File: src/rtl/systolic_pkg.sv
// -----------------------------------------------------------------------------
// systolic_pkg
// Shared definitions for the systolic array sequencer.
//  - state_e       : sequencer FSM states
//  - N_DEF/KW_DEF  : default array dimension and job-length width
//  - FLUSH_CYCLES  : pipeline drain length for the default array (2*N-1)
//  - READ_CYCLES   : readout length for the default array (N+1)
//  - flush_cycles()/read_cycles() : the same lengths for any array size
// -----------------------------------------------------------------------------
package systolic_pkg;

  typedef enum logic [2:0] {
    IDLE  = 3'd0,
    CLEAR = 3'd1,
    LOAD  = 3'd2,
    FLUSH = 3'd3,
    READ  = 3'd4,
    EMIT  = 3'd5
  } state_e;

  localparam int N_DEF  = 8;
  localparam int KW_DEF = 8;

  // The last operand enters at row/column 0 and needs 2N-1 shifts to leave
  // the far corner, so this many zero beats fully drain the array.
  localparam int FLUSH_CYCLES = 2 * N_DEF - 1;
  // One extra readout beat because the array's readout output is registered.
  localparam int READ_CYCLES  = N_DEF + 1;

  function automatic int flush_cycles(input int n);
    return 2 * n - 1;
  endfunction

  function automatic int read_cycles(input int n);
    return n + 1;
  endfunction

endpackage

File: src/rtl/systolic_sequencer_seq_result_buf.sv
// -----------------------------------------------------------------------------
// seq_result_buf
// N x N-bit capture buffer for array readout rows, drained over valid/ready.
// Ports:
//  clk, reset        clock, synchronous active-high reset
//  wr_en_i           capture wr_data_i into entry wr_idx_i
//  wr_idx_i          capture index
//  wr_data_i         row from the array readout
//  emit_start_i      all rows captured: start presenting entry 0
//  res_data_o        current entry (held while res_valid_o & !res_ready_i)
//  res_valid_o       res_data_o valid
//  res_ready_i       downstream accepts res_data_o
//  last_hs_o         handshake on the final (N-1) entry this cycle
// -----------------------------------------------------------------------------
module seq_result_buf #(
  parameter int N  = 8,
  parameter int IW = (N > 1) ? $clog2(N) : 1
) (
  input  logic          clk,
  input  logic          reset,
  input  logic          wr_en_i,
  input  logic [IW-1:0] wr_idx_i,
  input  logic [N-1:0]  wr_data_i,
  input  logic          emit_start_i,
  output logic [N-1:0]  res_data_o,
  output logic          res_valid_o,
  input  logic          res_ready_i,
  output logic          last_hs_o
);

  logic [N-1:0]  rbuf_q [N];
  logic [IW-1:0] idx_q, idx_d;
  logic          valid_q, valid_d;
  logic          hs;

  // Storage is not reset: every job rewrites all N entries during readout
  // before the output stage is armed, so stale rows are never presented.
  always_ff @(posedge clk) begin
    if (wr_en_i) begin
      rbuf_q[wr_idx_i] <= wr_data_i;
    end
  end

  assign hs        = valid_q & res_ready_i;
  assign last_hs_o = hs & (idx_q == IW'(N - 1));

  always_comb begin
    idx_d   = idx_q;
    valid_d = valid_q;
    if (emit_start_i) begin
      idx_d   = '0;
      valid_d = 1'b1;
    end else if (last_hs_o) begin
      idx_d   = '0;
      valid_d = 1'b0;
    end else if (hs) begin
      idx_d = idx_q + IW'(1);
    end
  end

  always_ff @(posedge clk) begin
    if (reset) begin
      idx_q   <= '0;
      valid_q <= 1'b0;
    end else begin
      idx_q   <= idx_d;
      valid_q <= valid_d;
    end
  end

  assign res_valid_o = valid_q;
  assign res_data_o  = rbuf_q[idx_q];

endmodule

File: src/rtl/systolic_sequencer.sv
// -----------------------------------------------------------------------------
// systolic_sequencer
// Job controller for the NxN bit-level systolic array: clear -> load operand
// pairs -> flush -> readout -> return N result rows over valid/ready.
// Ports:
//  clk, reset             clock, synchronous active-high reset
//  start/k_len/use_xor    job request (accepted in IDLE only)
//  busy, done             status; done pulses after the last result handshake
//  in_data/valid/ready    operand byte stream A,B,A,B,...
//  res_data/valid/ready   result rows, array row N-1 first
//  sa_*                   array control/operand outputs, sa_out readout input
//  stall_cnt              LOAD cycles starved of input
// Configuration macro: SEQ_STALL_CNT_EN builds the saturating stall counter;
// without it stall_cnt is tied to zero.
// -----------------------------------------------------------------------------
module systolic_sequencer
  import systolic_pkg::*;
#(
  parameter int N  = N_DEF,
  parameter int KW = KW_DEF
) (
  input  logic          clk,
  input  logic          reset,
  input  logic          start,
  input  logic [KW-1:0] k_len,
  input  logic          use_xor,
  output logic          busy,
  output logic          done,
  input  logic [7:0]    in_data,
  input  logic          in_valid,
  output logic          in_ready,
  output logic [N-1:0]  res_data,
  output logic          res_valid,
  input  logic          res_ready,
  output logic          sa_reset,
  output logic [N-1:0]  sa_in1,
  output logic [N-1:0]  sa_in2,
  output logic          sa_valid,
  output logic          sa_readout,
  output logic          sa_usexor,
  input  logic [N-1:0]  sa_out,
  output logic [15:0]   stall_cnt
);

  localparam int FLUSH_LEN = flush_cycles(N);
  localparam int READ_LEN  = read_cycles(N);
  localparam int CW        = $clog2(2 * N + 1);
  localparam int IW        = (N > 1) ? $clog2(N) : 1;

  state_e        state_q, state_d;
  logic [KW-1:0] k_q, k_d;
  logic [KW-1:0] pair_q, pair_d;
  logic          xor_q, xor_d;
  logic          odd_q, odd_d;     // next accepted byte is B
  logic [7:0]    a_q, a_d;
  logic [CW-1:0] cyc_q, cyc_d;     // FLUSH / READ beat index
  logic          done_q;

  logic          sa_valid_c;
  logic [N-1:0]  sa_in1_c, sa_in2_c;
  logic          emit_start;
  logic          buf_wr_en;
  logic [IW-1:0] buf_wr_idx;
  logic          buf_last_hs;

  always_comb begin
    state_d    = state_q;
    k_d        = k_q;
    pair_d     = pair_q;
    xor_d      = xor_q;
    odd_d      = odd_q;
    a_d        = a_q;
    cyc_d      = cyc_q;
    sa_valid_c = 1'b0;
    sa_in1_c   = '0;
    sa_in2_c   = '0;
    emit_start = 1'b0;
    unique case (state_q)
      IDLE: begin
        if (start) begin
          k_d     = k_len;
          xor_d   = use_xor;
          pair_d  = '0;
          odd_d   = 1'b0;
          cyc_d   = '0;
          state_d = CLEAR;
        end
      end
      CLEAR: begin
        state_d = (k_q != '0) ? LOAD : FLUSH;
      end
      LOAD: begin
        if (in_valid) begin
          if (!odd_q) begin
            a_d   = in_data;
            odd_d = 1'b1;
          end else begin
            // B goes straight to the array alongside the held A.
            sa_valid_c = 1'b1;
            sa_in1_c   = N'(a_q);
            sa_in2_c   = N'(in_data);
            odd_d      = 1'b0;
            pair_d     = pair_q + KW'(1);
            // Compare against K-1 so the counter never needs to hold 2^KW.
            if (pair_q == k_q - KW'(1)) begin
              state_d = FLUSH;
            end
          end
        end
      end
      FLUSH: begin
        sa_valid_c = 1'b1;
        cyc_d      = cyc_q + CW'(1);
        if (cyc_q == CW'(FLUSH_LEN - 1)) begin
          cyc_d   = '0;
          state_d = READ;
        end
      end
      READ: begin
        cyc_d = cyc_q + CW'(1);
        if (cyc_q == CW'(READ_LEN - 1)) begin
          cyc_d      = '0;
          emit_start = 1'b1;
          state_d    = EMIT;
        end
      end
      EMIT: begin
        if (buf_last_hs) begin
          state_d = IDLE;
        end
      end
      default: state_d = IDLE;
    endcase
  end

  always_ff @(posedge clk) begin
    if (reset) begin
      state_q <= IDLE;
      k_q     <= '0;
      pair_q  <= '0;
      xor_q   <= 1'b0;
      odd_q   <= 1'b0;
      a_q     <= '0;
      cyc_q   <= '0;
      done_q  <= 1'b0;
    end else begin
      state_q <= state_d;
      k_q     <= k_d;
      pair_q  <= pair_d;
      xor_q   <= xor_d;
      odd_q   <= odd_d;
      a_q     <= a_d;
      cyc_q   <= cyc_d;
      done_q  <= buf_last_hs;
    end
  end

  // Readout output is registered in the array: beat r presents row N-r,
  // so beat 0 carries nothing useful and beats 1..N fill rbuf[0..N-1].
  assign buf_wr_en  = (state_q == READ) && (cyc_q != '0);
  assign buf_wr_idx = IW'(cyc_q - CW'(1));

  seq_result_buf #(
    .N  (N),
    .IW (IW)
  ) u_result_buf (
    .clk          (clk),
    .reset        (reset),
    .wr_en_i      (buf_wr_en),
    .wr_idx_i     (buf_wr_idx),
    .wr_data_i    (sa_out),
    .emit_start_i (emit_start),
    .res_data_o   (res_data),
    .res_valid_o  (res_valid),
    .res_ready_i  (res_ready),
    .last_hs_o    (buf_last_hs)
  );

  assign busy       = (state_q != IDLE);
  assign done       = done_q;
  assign in_ready   = (state_q == LOAD);
  assign sa_reset   = reset | (state_q == CLEAR);
  assign sa_valid   = sa_valid_c;
  assign sa_in1     = sa_in1_c;
  assign sa_in2     = sa_in2_c;
  assign sa_readout = (state_q == READ);
  assign sa_usexor  = xor_q;

`ifdef SEQ_STALL_CNT_EN
  logic [15:0] stall_q;

  always_ff @(posedge clk) begin
    if (reset) begin
      stall_q <= '0;
    end else if ((state_q == IDLE) && start) begin
      stall_q <= '0;
    end else if ((state_q == LOAD) && !in_valid && (stall_q != 16'hFFFF)) begin
      stall_q <= stall_q + 16'd1;
    end
  end

  assign stall_cnt = stall_q;
`else
  assign stall_cnt = 16'h0000;
`endif

endmodule

File: config.mk
export PLATFORM = sky130hd
export DESIGN_NAME = systolic_sequencer
export DESIGN_NICKNAME = d
export VERILOG_FILES = /design/src/rtl/systolic_pkg.sv /design/src/rtl/systolic_sequencer_seq_result_buf.sv /design/src/rtl/systolic_sequencer.sv
export SDC_FILE = /design/constraint.sdc
export NUM_CORES = 1
export LEC_CHECK = 0
export BUFFER_PORTS_ARGS = -buffer_cell sky130_fd_sc_hd__buf_2
export CAP_MARGIN = 25
export CORE_UTILIZATION = 51
export CTS_CLUSTER_SIZE = 40
export DETAILED_ROUTE_END_ITERATION = 7
export PLACE_DENSITY = 0.8
export SYNTH_ARGS = -nofsm -noshare
export SYNTH_HDL_FRONTEND = slang
export SYNTH_SLANG_ARGS = --single-unit
File: constraint.sdc
create_clock -name clk -period 1.91 [get_ports clk]
set_input_delay 0.191 -clock clk [delete_from_list [all_inputs] [get_ports clk]]
set_output_delay 0.191 -clock clk [all_outputs]
set_load 0.05 [all_outputs]
==> results of run 1 <==
worst min-delay path, cell delays in order:
cell and delay (ns):
buf_2 0.09, nand2_1 0.05, a21oi_1 0.05
power breakdown:
group	switching, mW	internal [mW]
combinational	0.877	0.552
sequential	0.122	2.52
clock	0.782	0.893
total	1.78	3.97
through the flow:
stage          utilization (%)  worst slack (ns)  hold slack [ns]  power, mW
6_report                  63.9            -0.149           0.0538       5.75
5_1_grt                   63.9            -0.205           0.0296       6.01
4_1_cts                   62.3            -0.179           0.0324       5.66
3_5_place_dp              58.1             0.113            0.437       3.98
3_3_place_gp              58.1             0.138            0.431       3.94
2_1_floorplan                -            -0.143            0.290       3.76
area by class of cell:
| type | instances | area [µm²] |
|---|---|---|
| Clock inverter | 7 | 128 |
| Multi-Input combinational cell | 256 | 2020 |
| Fill cell | 718 | 3350 |
| Timing Repair Buffer | 89 | 694 |
| Clock buffer | 9 | 124 |
| Inverter | 8 | 30.0 |
| Sequential cell | 106 | 2780 |
| Tap cell | 129 | 161 |
layout by cell type (no fill, tap or decap), drive strengths merged, types with 2 or more instances in the layout:
cell type   n
bufinv      3
xnor2       8
o21ai       3
nor3        9
inv        12
dfxtp      42
a41oi       2
a211oi      2
and2       17
o21bai      2
buf        88
nand2b      2
nor2       38
nor4        2
mux2i      11
nand2      36
xor2       14
conb       16
a21oi      16
nand4       7
a221oi      2
edfxtp     64
nand3      10
clkbuf      9
ha          8
mux4       16
mux2        9
and3        6
what timing repair did:
action | 4_1_cts | 5_1_grt
gates resized for setup | 39 | 21
setup endpoints to repair | 25 | 31
cloned | 1 | 2
buffers inserted | 1 | 7
hold buffers | 0 | 0
pin swaps | 1 | 3
Yosys cell counts, drive strengths merged, types with 2 or more instances:
| cell type | count | share of area [%] |
|---|---|---|
| a211oi | 2 | 0.41 |
| ha | 8 | 2.0 |
| a41oi | 2 | 0.36 |
| inv | 8 | 0.61 |
| mux4 | 16 | 7.3 |
| nand2 | 36 | 2.8 |
| nand3 | 10 | 1.1 |
| xor2 | 14 | 2.5 |
| nor2 | 38 | 3.1 |
| a21oi | 16 | 1.6 |
| o21ai | 3 | 0.30 |
| dfxtp | 42 | 17 |
| clkbuf | 7 | 0.58 |
| nand4 | 7 | 0.89 |
| and2 | 17 | 2.2 |
| o21bai | 2 | 0.30 |
| a221oi | 2 | 0.36 |
| mux2i | 11 | 2.2 |
| buf | 32 | 4.8 |
| xnor2 | 8 | 1.4 |
| nand2b | 2 | 0.25 |
| and3 | 4 | 0.53 |
| edfxtp | 64 | 39 |
| nor3 | 9 | 0.91 |
| nor4 | 2 | 0.38 |
| mux2 | 9 | 2.1 |
worst min path at each step:
| stage | end | slack [ns] | cells after the start |
|---|---|---|---|
| after CTS | sa_usexor | 0.03 | 3 |
| final | k_q[3] | 0.05 | 3 |
| after detailed placement | sa_usexor | 0.44 | 3 |
| after global placement | k_q[6] | 0.43 | 3 |
| after floorplan | u_result_buf.rbuf_q[0][0] | 0.29 | 0 |
| after global routing | sa_usexor | 0.03 | 3 |
sequential cells by signal (all words and copies together) (netlist names), named ones only:
name and count:
k_q 8, sa_usexor 1, u_result_buf.res_valid_o 1, done 1, a_q 8, u_result_buf.rbuf_q 64, pair_q 8, u_result_buf.idx_q 3
odd_q 1, cyc_q 5, state_q 3
kinds of logic after synthesis:
group	share of synthesized area (%)
AND/OR/NAND/NOR	13.7
flip-flops	56.1
buffers and inverters	6.02
AO/OA/AOI/OAI	6.63
multiplexers	11.6
XOR/XNOR	3.91
adder cells (fa/ha/maj)	2.03
other	0.0761
per-layer routing:
metal  wire [µm]  up-vias
li1            -     1542
met1        4160     1576
met2        5100      118
met3         505       11
met4         121        0
met5           0        -
==> flow_summary_export.csv, run 1 <==
group,metric,value,unit
critical_path,cpMaxStageDelayCell,"mux4_2",
critical_path,cp-end-kind,"output port",
yosys,ys_ff_latch,106,
cells_and_area,nets,508,
timing,drv_slew,0,
yosys,avgSynthCellArea,12.6,µm²
timing,tns,-1.10,ns
floorplan,initial_core_util,53.1,%
clock_network,insertion_delay,0.37,ns
power,p_leak,2.23,nW
grt,grtUsageMet1,23.6,%
cells_and_area,antennaDiodeCount,0,
timing,fmax,486,MHz
clock_network,cts_max_level,3,
timing,max-slew-margin-rel,63.8,%
floorplan,core,9280,µm²
drt,drt_wl_total,9.89,mm
yosys,yosysUniqueCellTypes,59,
run_status,violations,"setup timing",
job,maxCapViolations,0,
power,power.density,970,nW/µm²
drt,vias,3247,
critical_path,path_class,"reg -> out",
clock_network,cts_sinks,106,
grt,use_met3,5.85,%
grt,grt_pass1_wl,14.9,mm
place,place.gp.congestion,0.803,
cells_and_area,finalNonFillerCells,604,
critical_path,worstSetupEndpoint,"res_data[4]",
clock_network,cts.clk_slew.worst_paths,0.10,ns
critical_path,crit_path_start_kind,"flop",
yosys,yosys_warnings,0,
drt,ant_nets,0,
floorplan,die_height,100,µm
yosys,syn_area,4930,µm²
drt,drc,0,
yosys,synthCells,392,
place,place_area,5390,µm²
timing,finalWorstPathRequiredPeriod,2.06,ns
drt,vias_per_cell,5.38,
clock_network,cts_tree,"yes",
yosys,yosysSeqAreaShare,56.1,%
timing,fin_crit_sh,108,%
cells_and_area,layout-drive-gt1-share,36.2,%
critical_path,regToRegSetupSlack,0.10,ns
timing,rsz0062_at_grt,"true",
floorplan,ioPinCount,78,
critical_path,path_cells,"buf_12, mux4_2, mux2_2, buf_6",
grt,met2_usage,35.1,%
drt,drt_pass1_iterations,4,
cells_and_area,finish.instance_area,5930,µm²
drt,wl_per_cell,16.4,µm
yosys,synth_edf_count,64,
timing,worst_slew_pin_slew,0.543,ns
worst_hold_path,hold_class,"in -> reg",
place,hpwl,6.45,mm
clock_network,cts_made_buffers,9,
grt,grt_max_degree,28,
yosys,synth_ff_type,"edfxtp_1",
grt,grt_overflow,0,
run_status,status,"finished with violations",
power,ir_drop,812,µV
cells_and_area,areaGrowthSynthToFinish,20.4,%
critical_path,cp.depth,4,
grt,grt_pass1_vias,3063,
critical_path,critPathMaxStageDelay,0.50,ns
critical_path,cp_max_fo,8,
drt,first_iter_violations,123,
place,place_inst,577,
timing,setup_ws,-0.149,ns
critical_path,reg2reg_to,"u_result_buf.rbuf_q[7][0]",
timing,hold_violations,0,
timing,skew,0.0102,ns
critical_path,cp.arrival,1.87,ns
critical_path,crit_family,"multiplexers",
yosys,synth-async-reset-ratio,0,%
critical_path,r2r_start,"state_q[1]",
grt,busiest_layer,"met2",
floorplan,die_area,10100,µm²
worst_hold_path,worstHoldStart,"k_len[3]",
clock_network,clockBufferDepth,2,
grt,grt_use_total,19.8,%
grt,antenna_found_initial,0,
floorplan,fp.dieW,100,µm
floorplan,row_count,35,
critical_path,r2r_cells,7,
critical_path,crit_buf_inv,2,
clock_network,clock-root-buffer,"clkbuf_8",
timing,setup_violations,8,
critical_path,required,1.72,ns
place,io_buffer_count,61,
Note: power is estimated with default switching activity, not from simulation.
==> run 2, diff against run 1 <==
Settings changed: CORE_UTILIZATION 51 to 56, PLACE_DENSITY 0.8 to 0.83.
Clock period 1.91 ns to 1.9 ns, I/O delays scaled along.
==> run 2 against run 1 <==
  * Clock skew is 0.0065 ns higher
  * Total power fell by 5.0%
  * First-iteration DRC count rose by 66%
  * Wire length grew 3.8%
  * Largest cell class unchanged
  * The flow still finishes with violations (setup timing)
  * Combinational power grew 5%
  * Critical path type unchanged
  * Sequential cell count is the same
==> flow_summary_export.csv, run 2 (synthesized netlist as in run 1, its figures left out) <==
group,metric,value,unit
timing,worst_slew_pin_slew,0.577,ns
critical_path,path_class,"reg -> out",
critical_path,cp.arrival,1.89,ns
power,switching_share,33.8,%
cells_and_area,layout_commonest_cell,"edfxtp_1",
clock_network,cts_tree,"yes",
drt,vias,3280,
grt,grt_use_total,22.7,%
power,power.density,928,nW/µm²
timing,hold_violations,0,
cells_and_area,utilization,70.3,%
worst_hold_path,hold_class,"in -> reg",
cells_and_area,antennaDiodeCount,0,
run_status,status,"finished with violations",
timing,max-slew-margin-rel,61.2,%
place,dp_slack,0.0430,ns
power,p_int,3.62,mW
power,p_comb_share,27.5,%
worst_hold_path,worstHoldStart,"k_len[4]",
power,p_clk_share,24.0,%
run_status,violations,"setup timing",
floorplan,core,8380,µm²
critical_path,required,1.71,ns
timing,drv_slew,0,
clock_network,cts.clk_slew.worst_paths,0.10,ns
power,ir_drop,460,µV
floorplan,die_height,95.8,µm
critical_path,cp_max_fo,8,
drt,drt_wl_total,10.3,mm
drt,drc,0,
place,place_inst,554,
cells_and_area,regMostFlops,"u_result_buf.rbuf_q",
timing,finalWorstPathRequiredPeriod,2.08,ns
grt,antenna_found_initial,0,
critical_path,r2r_cells,7,
clock_network,insertion_delay,0.38,ns
place,io_buffer_count,61,
floorplan,fp.dieW,95.8,µm
timing,fin_crit_sh,109,%
drt,drt_pass1_iterations,4,
timing,skew,0.0167,ns
drt,ant_nets,0,
timing,setup_ws,-0.179,ns
clock_network,cts_max_level,3,
clock_network,clockBufferDepth,2,
job,maxCapViolations,0,
critical_path,crit_path_start_kind,"flop",
place,place.gp.congestion,0.816,
grt,grt_max_degree,21,
floorplan,initial_core_util,58.8,%
power,p_seq_share,48.5,%
cells_and_area,nets,506,
floorplan,row_count,33,
drt,wl_per_cell,17.8,µm
grt,grt_overflow,0,
floorplan,die_area,9180,µm²
cells_and_area,finalNonFillerCells,578,
floorplan,ioPinCount,78,
clock_network,cts_sinks,106,
clock_network,cts_made_buffers,9,
grt,grt_pass1_wl,15.1,mm
critical_path,r2r_start,"cyc_q[0]",
timing,fmax,481,MHz
place,hpwl,6.84,mm
timing,tns,-1.40,ns
critical_path,cp-end-kind,"output port",
cells_and_area,areaGrowthSynthToFinish,19.5,%
power,p_leak,2.19,nW
cells_and_area,final_cell_mix,"edfxtp_1, dfxtp_1, buf_2",
cells_and_area,fillers,591,
drt,vias_per_cell,5.67,
grt,grt_pass1_vias,3139,
cells_and_area,layout-drive-gt1-share,37.2,%
power,power.switching,1.85,mW
timing,rsz0062_at_grt,"true",
drt,first_iter_violations,204,
worst_hold_path,worstHoldPathCells,3,
clock_network,clock-root-buffer,"clkbuf_8",
timing,setup_violations,23,
cells_and_area,largest_reg_flops,64,
-- run 2: cell count changes in the layout (fill, tap and decap cells not counted), sizes merged --
| cell | delta |
|---|---|
| bufinv | -3 |
| inv | -1 |
| clkinv | +4 |
| dlymetal6s2s | -1 |
| buf | -1 |
-- run 2: cell type report --
cell class / count / area (µm²) / share of cell area (%)
flip-flops and latches: 106 / 2780 / 47.2
multi-input cells: 256 / 2040 / 34.7
repair buffers: 87 / 716 / 12.1
well taps: 105 / 131 / 2.23
clock buffers: 9 / 124 / 2.10
clock inverters: 7 / 67.6 / 1.15
inverters: 8 / 30.0 / 0.510
-- run 2: critical path, stage by stage, from the launching register on --
cell and delay (ns):
dfxtp_4 0.39, buf_12 0.14, mux4_2 0.53, mux2_2 0.29, buf_6 0.15
-- run 2: worst paths after layout --
path                               end  slack [ns]
max                        res_data[7]       -0.18
min                             k_q[4]        0.05
max reg2reg  u_result_buf.rbuf_q[7][0]       -0.04
min reg2reg                  sa_usexor        0.47
-- run 2: metal layers --
metal  global-route usage [%]  part of all wire (%)
met1                     28.3                    41
met2                     37.7                    51
met3                     4.90                   5.5
met4                     10.8                   2.5
met5                        0                     0
-- run 2: repair_timing --
| item | CTS | global route |
|---|---|---|
| gates resized for setup | 45 | 41 |
| hold buffers | 0 | 0 |
| pin swaps | 3 | 11 |
| cloned | 1 | 1 |
| setup endpoints to repair | 42 | 78 |
| setup buffers | 3 | 3 |
-- run 2: through the flow --
stage	cell area (µm²)	hold slack [ns]	power, mW
CTS	5700	0.0411	5.41
global placement	5360	0.430	3.99
global route	5890	0.0473	5.74
finish	5890	0.0482	5.47
floorplan	5050	0.289	3.78
detailed placement	5360	0.437	4.05
-- run 2: power groups by stage --
stage	clock, mW	combinational, mW	sequential, mW
5_1_grt	1.45	1.63	2.67
3_3_place_gp	0	1.26	2.73
4_1_cts	1.35	1.39	2.67
2_1_floorplan	0	1.09	2.69
3_5_place_dp	0	1.31	2.73
6_report	1.31	1.50	2.65
==> run 3, diff against run 2 <==
Settings changed: CORE_UTILIZATION 56 to 59, CTS_BUF_LIST from default to sky130_fd_sc_hd__clkbuf_8, PLACE_DENSITY 0.83 to 0.87.
==> run 3 against run 2 <==
  * The flow still finishes with violations (setup timing)
  * Utilization increased by 3.3 points
  * Sequential share of layout area grew 0.69 points
  * First-iteration DRC count shrank 26%
  * Sequential power barely moved
  * Sequential cell count is the same
  * Clock skew decreased by 0.0038 ns
  * Die area is 5.0% lower
  * Design area shrank 1.5%
  * Non-clock buffer count fell by 2
  * Global-route usage rose by 0.33 points
==> flow_summary_export.csv, run 3 (synthesized netlist as in run 1, its figures left out) <==
group,metric,value,unit
cells_and_area,finish.instance_area,5800,µm²
cells_and_area,layout_commonest_cell,"edfxtp_1",
place,place_area,5360,µm²
timing,fmax,489,MHz
critical_path,reg2reg_to,"state_q[0]",
worst_hold_path,worstHoldPathCells,3,
drt,first_iter_violations,151,
floorplan,core,7890,µm²
grt,grt_pass1_vias,3096,
grt,grt_max_degree,20,
clock_network,clock-root-buffer,"clkbuf_8",
clock_network,cts_max_level,3,
worst_hold_path,worstHoldStart,"k_len[2]",
timing,setup_ws,-0.145,ns
power,power.density,921,nW/µm²
critical_path,cp.arrival,1.86,ns
clock_network,clockBufferDepth,2,
cells_and_area,nets,504,
grt,grt_overflow,0,
grt,antenna_found_initial,0,
drt,drc,0,
critical_path,cp_max_fo,8,
worst_hold_path,hold_end,"k_q[2]",
timing,fin_crit_sh,108,%
clock_network,cts_sinks,106,
place,hpwl,6.40,mm
power,ir_drop,904,µV
critical_path,path_class,"reg -> out",
timing,finalWorstPathRequiredPeriod,2.05,ns
timing,max-slew-margin-rel,59.4,%
floorplan,die_area,8720,µm²
critical_path,crit_family,"multiplexers",
power,power,5.34,mW
clock_network,insertion_delay,0.37,ns
timing,worst_slew_pin_slew,0.608,ns
cells_and_area,largest_reg_flops,64,
critical_path,r2r_cells,7,
critical_path,regToRegSetupSlack,0.09,ns
critical_path,crit_buf_inv,2,
worst_hold_path,hold_class,"in -> reg",
critical_path,cpMaxStageDelayCell,"mux4_2",
place,io_buffer_count,61,
critical_path,cp-end-kind,"output port",
critical_path,crit_path_start_kind,"flop",
drt,drt_wl_total,9.50,mm
floorplan,initial_core_util,62.5,%
critical_path,path_cells,"buf_12, mux4_2, mux2_2, buf_6",
drt,vias_per_cell,5.65,
grt,grt_pass1_wl,15.1,mm
floorplan,ioPinCount,78,
job,maxCapViolations,0,
cells_and_area,final_cell_mix,"edfxtp_1, dfxtp_1, buf_2",
critical_path,required,1.71,ns
run_status,violations,"setup timing",
place,place.gp.congestion,0.841,
cells_and_area,regMostFlops,"u_result_buf.rbuf_q",
timing,drv_slew,0,
drt,wl_per_cell,16.6,µm
cells_and_area,areaGrowthSynthToFinish,17.7,%
drt,vias,3239,
timing,setup_violations,8,
power,p_leak,2.17,nW
timing,hold_violations,0,
floorplan,fp.dieW,93.4,µm
timing,skew,0.0129,ns
critical_path,r2r_start,"k_q[0]",
clock_network,cts_tree,"yes",
cells_and_area,layout-drive-gt1-share,36.7,%
drt,ant_nets,0,
floorplan,row_count,32,
timing,rsz0062_at_grt,"true",
clock_network,cts_made_buffers,9,
floorplan,die_height,93.4,µm
grt,grt_use_total,23.0,%
clock_network,cts.clk_slew.worst_paths,0.10,ns
cells_and_area,antennaDiodeCount,0,
run_status,status,"finished with violations",
drt,drt_pass1_iterations,4,
cells_and_area,fillers,498,
critical_path,critPathMaxStageDelay,0.50,ns
clock_network,cts-hold-fix-buffers,0,
run 3: cell types whose count changed in the layout (fill, tap and decap cells not counted), sizes merged:
cell and delta:
buf -2, clkinv -3, clkinvlp +1, inv +2
run 3: how the worst max path moves through the flow:
stage / start / endpoint / cells past startpoint
after floorplan: cyc_q[0] / u_result_buf.rbuf_q[3][0] / 6
after global placement: state_q[1] / sa_in2[1] / 4
after detailed placement: state_q[1] / sa_in2[3] / 4
after CTS: flop / res_data[6] / 4
after global routing: flop / res_data[7] / 4
final: flop / res_data[7] / 4
run 3: routing by layer:
layer | share of wire (%) | GRT usage, % | vias to the layer above
met1 | 40 | 28.3 | 1587
met5 | 0 | 0 | -
met2 | 54 | 40.2 | 109
met4 | 0.96 | 6.15 | 0
li1 | - | - | 1534
met3 | 5.3 | 6.10 | 9
run 3: power by group:
part | internal [mW] | leakage (nW) | switching, mW
Sequential | 2.54 | 0.919 | 0.120
Clock | 0.502 | 0.0955 | 0.782
Combinational | 0.516 | 1.16 | 0.880
Total | 3.56 | 2.17 | 1.78
run 3: through the flow:
stage	TNS (ns)	hold slack (ns)	utilization, %	worst slack (ns)	std cells
after floorplan	-2.44	0.289	-	-0.153	407
after global placement	0	0.430	68.0	0.135	551
after detailed placement	0	0.439	68.0	0.0889	551
after CTS	-1.35	0.0406	72.4	-0.177	571
after global routing	-1.69	0.0428	73.5	-0.220	573
final	-1.11	0.0566	73.5	-0.145	573
run 3: layout make-up:
cell class / instances / area [µm²] / share of cell area, %
clock inverters: 7 / 60.1 / 1.04
clock buffers: 9 / 124 / 2.14
multi-input cells: 256 / 2040 / 35.1
well taps: 102 / 128 / 2.20
inverters: 8 / 30.0 / 0.518
flip-flops and latches: 106 / 2780 / 47.9
repair buffers: 85 / 644 / 11.1
run 3: worst register-to-register path, stage by stage (launching register included):
cell	delay, ns
dfxtp_2	0.34
inv_1	0.05
ha_2	0.21
o21ba_2	0.20
a221oi_1	0.28
a41oi_1	0.10
o41ai_2	0.36
o211a_1	0.20
run 3: repair_timing:
action	CTS	global route
gates cloned	2	1
setup buffers	2	1
endpoints found under the setup margin	25	43
gates resized for setup	42	20
pin swaps	1	5
